## config.mk

```make
export PLATFORM = sky130hd
export DESIGN_NAME = fetch_pc_ctrl
export DESIGN_NICKNAME = d
export VERILOG_FILES = /design/src/rtl/fetch_pc_ctrl.sv
export SDC_FILE = /design/constraint.sdc
export NUM_CORES = 1
export LEC_CHECK = 0
export CAP_MARGIN = 20
export CORE_MARGIN = 1
export CORE_UTILIZATION = 42
export DETAILED_ROUTE_END_ITERATION = 8
export GPL_ROUTABILITY_DRIVEN = 0
export HOLD_SLACK_MARGIN = 0.08
export PLACE_DENSITY = 0.74
export REMOVE_ABC_BUFFERS = 1
export SYNTH_ARGS = -nofsm -noshare
export SYNTH_HDL_FRONTEND = slang
export SYNTH_SLANG_ARGS = --single-unit
export TNS_END_PERCENT = 20
```

## constraint.sdc

```tcl
create_clock -name clk -period 2.1 [get_ports clk]
set_input_delay 0.42 -clock clk [delete_from_list [all_inputs] [get_ports clk]]
set_output_delay 0.42 -clock clk [all_outputs]
set_load 0.03 [all_outputs]
```

## src/rtl/fetch_pc_ctrl.sv

```systemverilog
// fetch_pc_ctrl: RV32I fetch sequencer; owns the PC, issues one imem request at a time, presents fetched words to decode
module fetch_pc_ctrl #(
  parameter logic [31:0] RESET_PC = 32'h0000_0000
) (
  input  logic        clk,
  input  logic        rst_n,
  input  logic        redirect_valid,
  input  logic [31:0] redirect_pc,
  output logic        imem_req_valid,
  input  logic        imem_req_ready,
  output logic [31:0] imem_req_addr,
  input  logic        imem_rsp_valid,
  input  logic [31:0] imem_rsp_data,
  output logic        if_valid,
  input  logic        if_ready,
  output logic [31:0] if_pc,
  output logic [31:0] if_pcplus4,
  output logic [31:0] if_instr,
  output logic        misalign_pulse
);
  typedef enum logic [2:0] {BOOT, REQ, WAIT, DRAIN, HOLD} state_t;
  state_t      state_q, state_d;
  logic [31:0] pc_q, pc_d, if_pc_q, if_pc_d, if_pcplus4_q, if_pcplus4_d, if_instr_q, if_instr_d;
  logic        if_valid_q, if_valid_d, misalign_q, misalign_d;
  logic [31:0] redir_pc;
  assign redir_pc = {redirect_pc[31:2], 2'b00};
  always_comb begin
    state_d      = state_q;
    pc_d         = redirect_valid ? redir_pc : pc_q;
    if_valid_d   = if_valid_q;
    if_pc_d      = if_pc_q;
    if_pcplus4_d = if_pcplus4_q;
    if_instr_d   = if_instr_q;
    misalign_d   = redirect_valid && |redirect_pc[1:0];
    case (state_q)
      BOOT:  state_d = REQ;
      REQ:   if (imem_req_ready) state_d = redirect_valid ? DRAIN : WAIT;
      WAIT:
        if (redirect_valid) state_d = imem_rsp_valid ? REQ : DRAIN;
        else if (imem_rsp_valid) begin
          if_valid_d   = 1'b1;
          if_pc_d      = pc_q;
          if_pcplus4_d = pc_q + 32'd4;
          if_instr_d   = imem_rsp_data;
          pc_d         = pc_q + 32'd4;
          state_d      = HOLD;
        end
      DRAIN: if (imem_rsp_valid) state_d = REQ;
      HOLD:
        if (redirect_valid || if_ready) begin
          if_valid_d = 1'b0;
          state_d    = REQ;
        end
      default: state_d = BOOT;
    endcase
  end
  always_ff @(posedge clk or negedge rst_n) begin
    if (!rst_n) begin
      state_q      <= BOOT;
      pc_q         <= RESET_PC;
      if_valid_q   <= 1'b0;
      if_pc_q      <= 32'h0;
      if_pcplus4_q <= 32'h4;
      if_instr_q   <= 32'h0000_0013;
      misalign_q   <= 1'b0;
    end else begin
      state_q      <= state_d;
      pc_q         <= pc_d;
      if_valid_q   <= if_valid_d;
      if_pc_q      <= if_pc_d;
      if_pcplus4_q <= if_pcplus4_d;
      if_instr_q   <= if_instr_d;
      misalign_q   <= misalign_d;
    end
  end
  assign imem_req_valid = state_q == REQ;
  assign imem_req_addr  = pc_q;
  assign if_valid       = if_valid_q;
  assign if_pc          = if_pc_q;
  assign if_pcplus4     = if_pcplus4_q;
  assign if_instr       = if_instr_q;
  assign misalign_pulse = misalign_q;
endmodule

```

Yosys cells after proc, flatten, opt, wreduce, memory -nomap -nowiden
Cells that the tools add are included. W data, S select, Z words.

Bitwise operators: 1. Reduce and logical (&&, ||, !) cells: 8. Equality and inequality tests: 10. Multiplexer cells: 16. Add/sub/neg operators: 1.

Operators with widths (count): $mux W32 (4); $add A32 B3 Y32 const B (1); $mux W3 (5); $pmux W3 S5 (1); $ne A2 B2 Y1 const B (4); $reduce_and A4 Y1 (2); $eq A3 B2 Y1 const B (2); $mux W1 (4); $eq A3 B1 Y1 const B (1); $eq A3 B3 Y1 const B (1); $logic_not A3 Y1 (1); $ne A3 B3 Y1 const B (1); $reduce_and A3 Y1 (1); $mux W2 (1); $ne A2 B1 Y1 const B (1); $pmux W1 S2 (1); $reduce_bool A2 Y1 (1); $reduce_or A2 Y1 (1); $logic_and A1 B1 Y1 (1); $logic_or A1 B1 Y1 (1); $not A1 Y1 (1).

Register bits: 133. Logic and storage cells: 43. Output and inout port bits: 131. Bits of input ports: 70.

Longest topological paths before layout
Depth after elaboration: 4. Depth in mapped cells: 8.

Least setup slack after synthesis
Ideal clock, no wire load.

Kind: register to register. Start point: reg pc_q[2], in the netlist imem_req_addr[2]. End point: reg if_pcplus4_q[24], in the netlist if_pcplus4[24]. Setup slack: -164 ps. Stages on the path, launching flop included: 8. Required time: 2018 ps. Data arrival time: 2182 ps. Path through: dfrtp_1 -> ha_1 -> and4_1 -> clkbuf_1 -> clkbuf_1 -> nand2_1 -> or4_1 -> a31oi_1.

Cells in the longest elaborated chain, start to end: 1.

Ends and longest elaborated chain: start, declared (line 23) `logic [31:0] pc_q, pc_d, if_pc_q, if_pc_d, if_pcplus4_q, if_pcplus4_d, if_instr_q, if_instr_d;`; start signal, assigned (line 68) `pc_q <= pc_d;`; $add A32 B3 Y32 (line 43) `if_pcplus4_d = pc_q + 32'd4;`; end signal, assigned (line 71) `if_pcplus4_q <= if_pcplus4_d;`; end, declared (line 23).

Every way passes these cells. A chain may end at the register's enable or synchronous reset.

Worst setup path in the final report
Start point: reg pc_q[4], in the netlist imem_req_addr[4]. End point: out imem_req_addr[4].

RTL lines: end, declared (line 11) `output logic [31:0] imem_req_addr,`.

No word-level cell between the ends.

==> results.py <==
metrics = {
    "outcome": {
        "outcome": "finished, final reports clean",
    },
    "worst_setup_path": {
        "cp-startpoint": "imem_req_addr[4]",
        "end_of_the_worst_register_to_register_path": "imem_req_addr[31]",
        "critical-path-top-delay-family": "buffers and inverters",
        "timing.critical_path.slowest_stage_cell": "clkdlybuf4s50_1",
        "critPathMaxStageDelay_ns": 0.67,
        "critical_path.startpoint_type": "register",
        "cp.arrival_ns": 1.63,
        "cp_max_fo": 5,
        "rr_startpoint": "state_q[2]",
        "path_class": "reg2out",
        "number_of_buffers_and_inverters_on_the_critical_path": 2,
        "critPathRequiredTime_ns": 1.68,
        "critical_path_cell_sequence": "buf_4 -> clkdlybuf4s50_1",
        "worst-r2r-setup-slack_ns": 0.06,
        "critical_path.endpoint_type": "primary output",
        "worstRegToRegCells": 4,
    },
    "yosys": {
        "yosysWarnings": 0,
        "synth.yosys.seq_area_share_pct": 53.9,
        "dominantRegCellSynth": "dfrtp_1",
        "synthesis.instances": 690,
        "synthDistinctLibCells": 47,
        "syn_area_sq_um": 6090,
        "yosysTopAreaCell": "dfrtp_1",
        "synth_edf_count": 0,
        "async_flop_share_pct": 100,
        "yosysTopAreaCellShare_pct": 52.2,
        "yosys_register_bits": 131,
        "synthesis.area_per_instance_sq_um": 8.83,
        "synth_area_leaders": "dfrtp_1, nand2_1, o21ai_0, a31oi_1, or4_1",
    },
    "finish": {
        "share_of_post_route_cells_with_drive_strength_above_1_pct": 10.9,
        "synthToLayoutAreaGrowth_pct": 51.7,
        "layoutNonFillerInstCount": 1106,
        "num-nets-final": 984,
        "antenna_cells_inserted": 0,
    },
    "grt": {
        "grt_start_max_net_pins": 63,
        "wire_length_of_the_first_global_routing_pass_um": 28100,
        "grt_pass1_vias": 5874,
        "antenna_found_initial": 0,
        "gr-total-overflow": 0,
        "groute.usage.overall_pct": 24.4,
    },
    "power": {
        "p_leak_uw": 0.00408,
        "power_uw": 11900,
        "ir_worst_vdd_mv": 0.741,
        "cellPowerDensity_nw_per_um2": 1290,
    },
    "timing": {
        "final_hold_viol_count": 0,
        "max-slew-margin-rel_pct": 55.5,
        "timing_max_transition_violations_final": 0,
        "timing_worst_slew_pin_value_ns": 0.667,
        "max_clk_rate_mhz": 488,
        "fin_worst_skew_ns": 0.00670,
        "setup_viol": 0,
        "final_period_minus_worst_setup_slack_ns": 2.05,
        "final_min_period_over_clock_period_pct": 97.5,
        "setup_repair_after_global_routing_missed_its_margin": "no",
    },
    "clock_tree": {
        "total_clock_buffers_created_by_cts": 17,
        "max-clock-path-buffers": 2,
        "ctsRootBufferMaster": "clkbuf_16",
        "cts.clk_slew.worst_paths_ns": 0.06,
        "number_of_clock_sinks_seen_by_cts": 131,
        "clk-insertion-delay-late_ns": 0.41,
        "htree_num_levels": 4,
        "tritoncts": "done",
    },
    "routing": {
        "drt-pass1-iter-count": 5,
        "uppermost_metal_layer_occupied_by_signal_nets": "met4",
        "avgRoutedWirePerCell_um": 16.1,
        "vias": 5937,
        "detail_route.drc_violations": 0,
        "detail_route.vias_per_cell": 5.37,
        "drtIter0Drc": 256,
        "ant_nets": 0,
        "met3_wirelength_um": 1470,
        "route.layer.met1.wl_um": 7480,
        "detailroute.wirelength.met2_um": 8400,
        "wirelength_um": 17900,
    },
    "run": {
        "maxCapViolations": 0,
    },
    "place": {
        "hpwlAfterDp_um": 12500,
        "port-buffer-count": 200,
        "placedCellCount": 1069,
    },
    "floorplanning": {
        "die_area_sq_um": 15000,
        "rows": 43,
        "die_height_um": 122,
        "core_area_sq_um": 14000,
        "floorplan.initialDensity_pct": 43.5,
        "fp.dieW_um": 122,
        "num_io_pins": 201,
    },
    "min_path": {
        "hold_class": "reg2reg",
        "min-delay-start": "if_instr[0]",
        "hold_end": "if_instr[0]",
        "holdPathStages": 2,
    },
}
==> cells in the mapped netlist, types with 4 or more instances <==
| library cell | number |
|---|---|
| or4_1 | 21 |
| xnor2_1 | 9 |
| a31oi_1 | 29 |
| and4_1 | 5 |
| nor3_1 | 5 |
| buf_2 | 8 |
| nand4_1 | 20 |
| nand3_1 | 19 |
| dfstp_2 | 4 |
| o211ai_1 | 4 |
| or3_1 | 12 |
| o31ai_1 | 16 |
| nand2_1 | 235 |
| and2_1 | 5 |
| o21ai_0 | 38 |
| clkbuf_1 | 40 |
| xor2_1 | 12 |
| nor2b_1 | 6 |
| nor2_1 | 36 |
| dfrtp_1 | 127 |
==> kinds of logic after synthesis <==
family	after synthesis	share of synthesized area [%]
mux	2	0.349
simple gates	379	28.5
compound gates	98	10.0
xor+xnor	21	3.02
buf+inv	58	4.03
flops	131	53.9
fa+ha+maj	1	0.205
==> through the flow <==
step / area [sq um] / util, % / hold slack, ns / TNS [ns] / setup slack, ns
detailed placement: 8590 / 61.4 / 0.388 / -19.86 / -0.449
floorplan: 5850 / - / 0.124 / -195.45 / -2.55
finish: 9240 / 66.0 / 0.457 / 0 / 0.0527
global route: 9240 / 66.0 / 0.469 / 0 / 0.00261
CTS: 9160 / 65.5 / 0.459 / 0 / 0.000218
global placement: 8590 / 61.4 / 0.382 / -14.66 / -0.352
==> worst max-delay path by stage <==
stage | to | slack (ns) | cells past startpoint
detailed placement | imem_req_addr[28] | -0.45 | 7
global placement | imem_req_addr[31] | -0.35 | 5
CTS | imem_req_addr[28] | 0.0002 | 7
global route | imem_req_addr[11] | 0.003 | 1
floorplan | if_pcplus4[19] | -2.55 | 4
finish | imem_req_addr[4] | 0.05 | 2
==> final cells by class <==
cell class / instances / area, sq um
clock buffers: 26 / 489
clock inverters: 6 / 80.1
fillers: 1120 / 4750
inverters: 2 / 7.51
multi-input cells: 501 / 2620
flip-flops and latches: 131 / 3280
well taps: 180 / 225
repair buffers: 260 / 2530
==> where the power goes <==
part | leakage (uW) | internal, uW | total [uW] | switching [uW]
Clock | 0.000282 | 1830 | 2850 | 1020
Combinational | 0.00218 | 2110 | 5100 | 2990
Sequential | 0.00162 | 3440 | 3980 | 540
==> repair_timing <==
item / CTS / global route
resized for setup: 13 / 13
endpoints found under the hold margin: 41 / 0
buffers inserted: 0 / 4
setup endpoints to repair: 14 / 10
pin swaps: 0 / 4
hold buffers: 1 / 0
==> registers in the layout, indices dropped and copies added (netlist names) <==
signal          cells
if_instr           32
if_pc              32
if_pcplus4         30
if_valid            1
imem_req_addr      32
misalign_pulse      1
state_q             3
==> layer usage <==
layer / up-vias / track usage [%]
met5: - / 0
met4: 0 / 11.2
met3: 46 / 7.02
met2: 241 / 39.6
met1: 2845 / 30.0
li1: 2805 / -
==> cell usage in the layout (no fill, tap or decap), drive strengths merged, types with 2 or more instances in the layout <==
master         Yosys  final
or3               12     12
nand3             19     19
and2               5      5
a22oi              2      2
nand4             21     21
a31oi             29     29
o211ai             4      4
dlymetal6s2s       0      7
nor3               5      5
nand2b             2      2
bufinv             0      2
nor2              36     36
dfrtp            127    127
buf               14     60
nor3b              2      2
xnor2              9      9
clkdlybuf4s50      0    181
and3               3      3
nand2            235    235
clkbuf            42     26
nor4               3      3
o21ai             38     38
dlygate4sd2        0     11
xor2              12     12
inv                2      2
nor2b              6      6
and4               5      5
or4               22     22
o31ai             16     16
clkinv             0      4
dfstp              4      4
==> worst register-to-register path, cell delays in order (launching register included) <==
cell and delay (ns):
dfrtp_1 0.39, nand4bb_1 0.29, or4_4 0.61, or4_1 0.48, a31oi_1 0.19
Note: power is estimated with default switching activity, not from simulation.
